[src/rtl/y86_seq_controller.sv]
// SEQ Y86-64 phase sequencer: owns PC, condition codes and Stat; steps the stages one-hot.
// Define Y86_PERF_COUNT_EN to add cycle_count / instr_count performance counters.
module y86_seq_controller #(
    parameter logic [63:0] RESET_PC    = 64'd0,
    parameter int unsigned MEM_TIMEOUT = 16
) (
    input  logic        clk,
    input  logic        rst,
    input  logic        start,
    input  logic [3:0]  icode,
    input  logic        imem_error,
    input  logic        instr_valid,
    input  logic        dmem_ready,
    input  logic        dmem_error,
    input  logic        alu_zf,
    input  logic        alu_of,
    input  logic        alu_sf,
    input  logic [63:0] pc_next,
    output logic [63:0] pc,
    output logic        fetch_en,
    output logic        decode_en,
    output logic        exec_en,
    output logic        mem_en,
    output logic        wb_en,
    output logic        pcupd_en,
    output logic        cc_zf,
    output logic        cc_of,
    output logic        cc_sf,
    output logic [2:0]  stat,
    output logic        halted
`ifdef Y86_PERF_COUNT_EN
    ,
    output logic [63:0] cycle_count,
    output logic [63:0] instr_count
`endif
);

    typedef enum logic [2:0] {
        StIdle, StFetch, StDecode, StExec, StMem, StWb, StPcupd, StStop
    } state_e;

    localparam logic [2:0] StatAok = 3'd1;
    localparam logic [2:0] StatHlt = 3'd2;
    localparam logic [2:0] StatAdr = 3'd3;
    localparam logic [2:0] StatIns = 3'd4;
    localparam logic [7:0] TimeoutCnt = 8'(MEM_TIMEOUT);

    state_e      state_q, state_d;
    logic [63:0] pc_q, pc_d;
    logic [2:0]  cc_q, cc_d;  // {zf, of, sf}
    logic [2:0]  stat_q, stat_d;
    logic [3:0]  icode_q, icode_d;
    logic [7:0]  wait_q, wait_d;
    logic [7:0]  wait_inc;
    logic        mem_icode;

    assign wait_inc = wait_q + 8'd1;

    always_comb begin
        unique case (icode_q)
            4'h4, 4'h5, 4'h8, 4'h9, 4'hA, 4'hB: mem_icode = 1'b1;
            default:                            mem_icode = 1'b0;
        endcase
    end

    always_comb begin
        state_d   = state_q;
        pc_d      = pc_q;
        cc_d      = cc_q;
        stat_d    = stat_q;
        icode_d   = icode_q;
        wait_d    = wait_q;
        fetch_en  = 1'b0;
        decode_en = 1'b0;
        exec_en   = 1'b0;
        mem_en    = 1'b0;
        wb_en     = 1'b0;
        pcupd_en  = 1'b0;
        unique case (state_q)
            StIdle: begin
                if (start) state_d = StFetch;
            end
            StFetch: begin
                fetch_en = 1'b1;
                icode_d  = icode;
                if (imem_error) begin
                    stat_d  = StatAdr;
                    state_d = StStop;
                end else if (!instr_valid) begin
                    stat_d  = StatIns;
                    state_d = StStop;
                end else if (icode == 4'h0) begin
                    stat_d  = StatHlt;
                    state_d = StStop;
                end else begin
                    state_d = StDecode;
                end
            end
            StDecode: begin
                decode_en = 1'b1;
                state_d   = StExec;
            end
            StExec: begin
                exec_en = 1'b1;
                if (icode_q == 4'h6) cc_d = {alu_zf, alu_of, alu_sf};
                wait_d  = 8'd0;
                state_d = StMem;
            end
            StMem: begin
                mem_en = 1'b1;
                if (!mem_icode) begin
                    state_d = StWb;
                end else if (dmem_ready) begin
                    if (dmem_error) begin
                        stat_d  = StatAdr;
                        state_d = StStop;
                    end else begin
                        state_d = StWb;
                    end
                end else begin
                    wait_d = wait_inc;
                    // Current cycle is the wait_inc-th consecutive not-ready cycle.
                    if (wait_inc == TimeoutCnt) begin
                        stat_d  = StatAdr;
                        state_d = StStop;
                    end
                end
            end
            StWb: begin
                wb_en   = 1'b1;
                state_d = StPcupd;
            end
            StPcupd: begin
                pcupd_en = 1'b1;
                pc_d     = pc_next;
                state_d  = StFetch;
            end
            StStop: begin
                state_d = StStop;
            end
        endcase
    end

    always_ff @(posedge clk) begin
        if (rst) begin
            state_q <= StIdle;
            pc_q    <= RESET_PC;
            cc_q    <= 3'b000;
            stat_q  <= StatAok;
            icode_q <= 4'h0;
            wait_q  <= 8'd0;
        end else begin
            state_q <= state_d;
            pc_q    <= pc_d;
            cc_q    <= cc_d;
            stat_q  <= stat_d;
            icode_q <= icode_d;
            wait_q  <= wait_d;
        end
    end

    assign pc     = pc_q;
    assign cc_zf  = cc_q[2];
    assign cc_of  = cc_q[1];
    assign cc_sf  = cc_q[0];
    assign stat   = stat_q;
    assign halted = (stat_q != StatAok);

`ifdef Y86_PERF_COUNT_EN
    logic [63:0] cycle_q, instr_q;

    always_ff @(posedge clk) begin
        if (rst) begin
            cycle_q <= 64'd0;
            instr_q <= 64'd0;
        end else begin
            if (state_q != StIdle && state_q != StStop) cycle_q <= cycle_q + 64'd1;
            if (state_q == StPcupd) instr_q <= instr_q + 64'd1;
        end
    end

    assign cycle_count = cycle_q;
    assign instr_count = instr_q;
`endif

endmodule

[config.mk]
export PLATFORM = sky130hd
export DESIGN_NAME = y86_seq_controller
export DESIGN_NICKNAME = d
export VERILOG_FILES = /design/src/rtl/y86_seq_controller.sv
export SDC_FILE = /design/constraint.sdc
export NUM_CORES = 1
export LEC_CHECK = 0
export BUFFER_PORTS_ARGS = -buffer_cell sky130_fd_sc_hd__buf_4
export CAP_MARGIN = 15
export CORE_ASPECT_RATIO = 0.6
export CORE_MARGIN = 2
export CORE_UTILIZATION = 40
export DETAILED_ROUTE_END_ITERATION = 6
export HOLD_SLACK_MARGIN = 0.08
export PLACE_DENSITY_LB_ADDON = 0.05
export SLEW_MARGIN = 15
export SYNTH_ARGS = -nofsm -noshare
export SYNTH_HDL_FRONTEND = slang
export SYNTH_SLANG_ARGS = --single-unit
[constraint.sdc]
create_clock -name clk -period 1.7 [get_ports clk]
set_clock_uncertainty 0.15 [all_clocks]
set_input_delay 0.085 -clock clk [delete_from_list [all_inputs] [get_ports clk]]
set_output_delay 0.085 -clock clk [all_outputs]
set_load 0.005 [all_outputs]
==> flow_summary_export.csv <==
group,metric,value,unit
outcome,outcome,"finished, violations left",
outcome,violations,"setup timing",
routing,drtPass1Iterations,4,
floorplan,initial_core_util,41.7,%
clocking,clk_pin_slew,60,ps
floorplan,rows,25,
grt,grt_pass1_vias,3394,
routing,num_vias,3769,
clocking,clock_path_buffers,2,
pwr,powerDensity,858,nW/um2
sta,clock.fmax,0.566,GHz
setup_path,reg2reg_to,"stat[2]$_SDFFE_PP0P_",
grt,antenna_found_initial,0,
synth,synth_cells,417,
clocking,cts_tree,"built",
routing,drtIter0Drc,230,
hold_path,whs_path_depth,5,
setup_path,arrival,1850,ps
sta,worst_pin_slew,540,ps
sta,layout_setup_ws,-66.6,ps
floorplan,core-area,7980,um2
clocking,cts_inserted_buffers,9,
synth,synth_cell_types,42,
clocking,clk_latency,340,ps
sta,period_needed,1770,ps
sta,rsz0062_at_grt,"yes",
final_layout,final_cell_mix,"buf_4, nand2_1, a21oi_1, dlygate4sd3_1, dfxtp_1",
routing,viasPerCell,4.83,
final_layout,drive_gt1_share,36.8,%
setup_path,start_kind,"flop",
setup_path,endpoint,"stat[2]$_SDFFE_PP0P_",
synth,synth_top_area_share,51.1,%
synth,avgSynthCellArea,7.98,um2
setup_path,worstPathRequired,1780,ps
setup_path,crit_path_start,"wait_q[1]$_SDFFE_PP0P_",
setup_path,critPathKind,"reg2reg",
synth,syn_nets,496,
placement,dpl.hpwl,6.85,mm
routing,drcViolationCount,0,
floorplan,die_y,74.6,um
setup_path,cp-end-kind,"flop",
grt,grt-ovfl-total,0,
setup_path,worstPathMaxFanout,4,
hold_path,hold_class,"in2reg",
sta,final-setup-viol-count,4,
synth,yosys_register_bits,85,
final_layout,diodes,0,
grt,grt_max_degree,50,
sta,fin_crit_sh,104,%
grt,grtUsageTotal,22.8,%
synth,synth_warnings,0,
synth,syn-cell-area,3330,um2
pwr,ir_drop,0.593,mV
sta,finalHoldViolations,0,
floorplan,die_width,122,um
routing,wl,11.1,mm
placement,io_buffers,154,
setup_path,rrSetupSlack,-70,ps
sta,tns,-176,ps
final_layout,num-nets-final,746,
setup_path,r2r_start,"wait_q[1]$_SDFFE_PP0P_",
clocking,cts.sink_count,85,
final_layout,area_delta_synth_final,84.0,%
routing,detail-route-antenna-nets,0,
synth,yosys.area.top_type,"dfxtp_1",
floorplan,pin_count,155,
floorplan,dieArea,9090,um2
job,drv_cap,0,
synth,ys_seq_area_share,51.1,%
grt,grt_pass1_wl,16.0,mm
pwr,p_leak,2.57,nW
synth,synthTopCellsByArea,"dfxtp_1, nand2_1, a21oi_1",
setup_path,reg2reg_depth,7,
routing,wl_per_cell,14.3,um
clocking,h-tree-depth,3,
sta,slew_headroom,63.7,%
clocking,cts_root_buf,"clkbuf_16",
final_layout,final_core_util,76.8,%
pwr,total_power,5.25,mW
final_layout,final_common_cell,"buf_4",
sta,slew_violations,0,
placement,place.gp.congestion,0.867,
[per-stage QoR]
step / hold slack [ps] / area, um2 / std cells / setup slack (ps)
finish: 138 / 6120 / 780 / -66.6
global route: 151 / 6120 / 780 / -143
CTS: 136 / 5930 / 774 / -87.6
detailed placement: 178 / 4730 / 677 / -158
global placement: 172 / 4730 / 677 / -76.6
floorplan: 71.0 / 3340 / 417 / -11.3
[cells by family after synthesis]
kind of cell / count (synthesis) / synth area share (%)
xor gates and xnor gates: 3 / 0.790
DFF: 85 / 51.1
adders and majority gates: 1 / 0.376
muxes: 3 / 0.903
AOI/OAI and AO/OA: 99 / 17.0
and+or+nand+nor: 192 / 25.4
buffers and inverters: 34 / 4.40
[cells in the mapped netlist (all sizes together)]
cell type    n
mux2i        3
inv          8
buf         15
and3         3
a22o         1
nor4         2
nor3b        3
dfxtp       85
a211o        1
nor4b        1
nor2        14
nand4b       1
ha           1
and2b        1
a21bo        1
or3          5
a2111oi      2
o32ai        1
a31oi        2
a22oi        1
and2         2
nand4        2
o21ai        6
nor3         3
o21a         2
nand2b       2
a2bb2oi      1
a21oi       79
nand2      146
a32oi        2
clkbuf      11
nand3b       3
xnor2        2
nand3        4
xor2         1
[critical path: stages (launching register included)]
cell,delay (ps)
dfxtp_4,380
buf_6,100
and3_4,180
nand3_4,80
xor2_2,150
nand4_1,220
buf_4,220
a21bo_2,180
[repair_timing]
item,in CTS,in global routing
hold buffers,75,0
endpoints found under the setup margin,13,15
gates cloned,0,2
endpoints found under the hold margin,76,0
buffers inserted,6,4
gates resized for setup,17,31
pin swaps,8,12
[metal layers]
metal  share of wire, %  routed length (um)  GRT usage (%)
met5                  0                   0              0
met4                1.0                 111           7.54
met3                7.1                 791           7.35
met2                 46                5130           36.5
met1                 46                5100           29.7
[how the worst min path moves through the flow]
stage | startpoint | end
after floorplan | icode[0] | icode_q[0]$_SDFFE_PP0P_
after global placement | alu_zf | cc_q[2]$_SDFFE_PP0P_
after detailed placement | alu_of | cc_q[1]$_SDFFE_PP0P_
after CTS | instr_valid | stat[1]$_SDFFE_PP0P_
after global routing | dmem_ready | state_q[1]$_SDFFE_PP0P_
final | dmem_ready | state_q[1]$_SDFFE_PP0P_
[report_power, final]
| part | internal, mW | total (mW) | switching, mW |
|---|---|---|---|
| sequential | 2.06 | 2.12 | 0.0606 |
| combinational | 0.519 | 0.916 | 0.397 |
| clock | 1.43 | 2.21 | 0.779 |
[sequential cells by signal, summed over array words and instances (netlist names)]
signal   cells
cc_q         3
icode_q      4
state_q      3
pc          64
stat         3
wait_q       8
[cell type report]
type	instances	area, um2
repair buffers	264	2230
fillers	575	1850
flip-flops and latches	85	1730
multi-input cells	299	1650
clock buffers	10	229
well taps	108	135
clock inverters	6	111
inverters	8	35.0
Power figures use the tool's default switching activity.
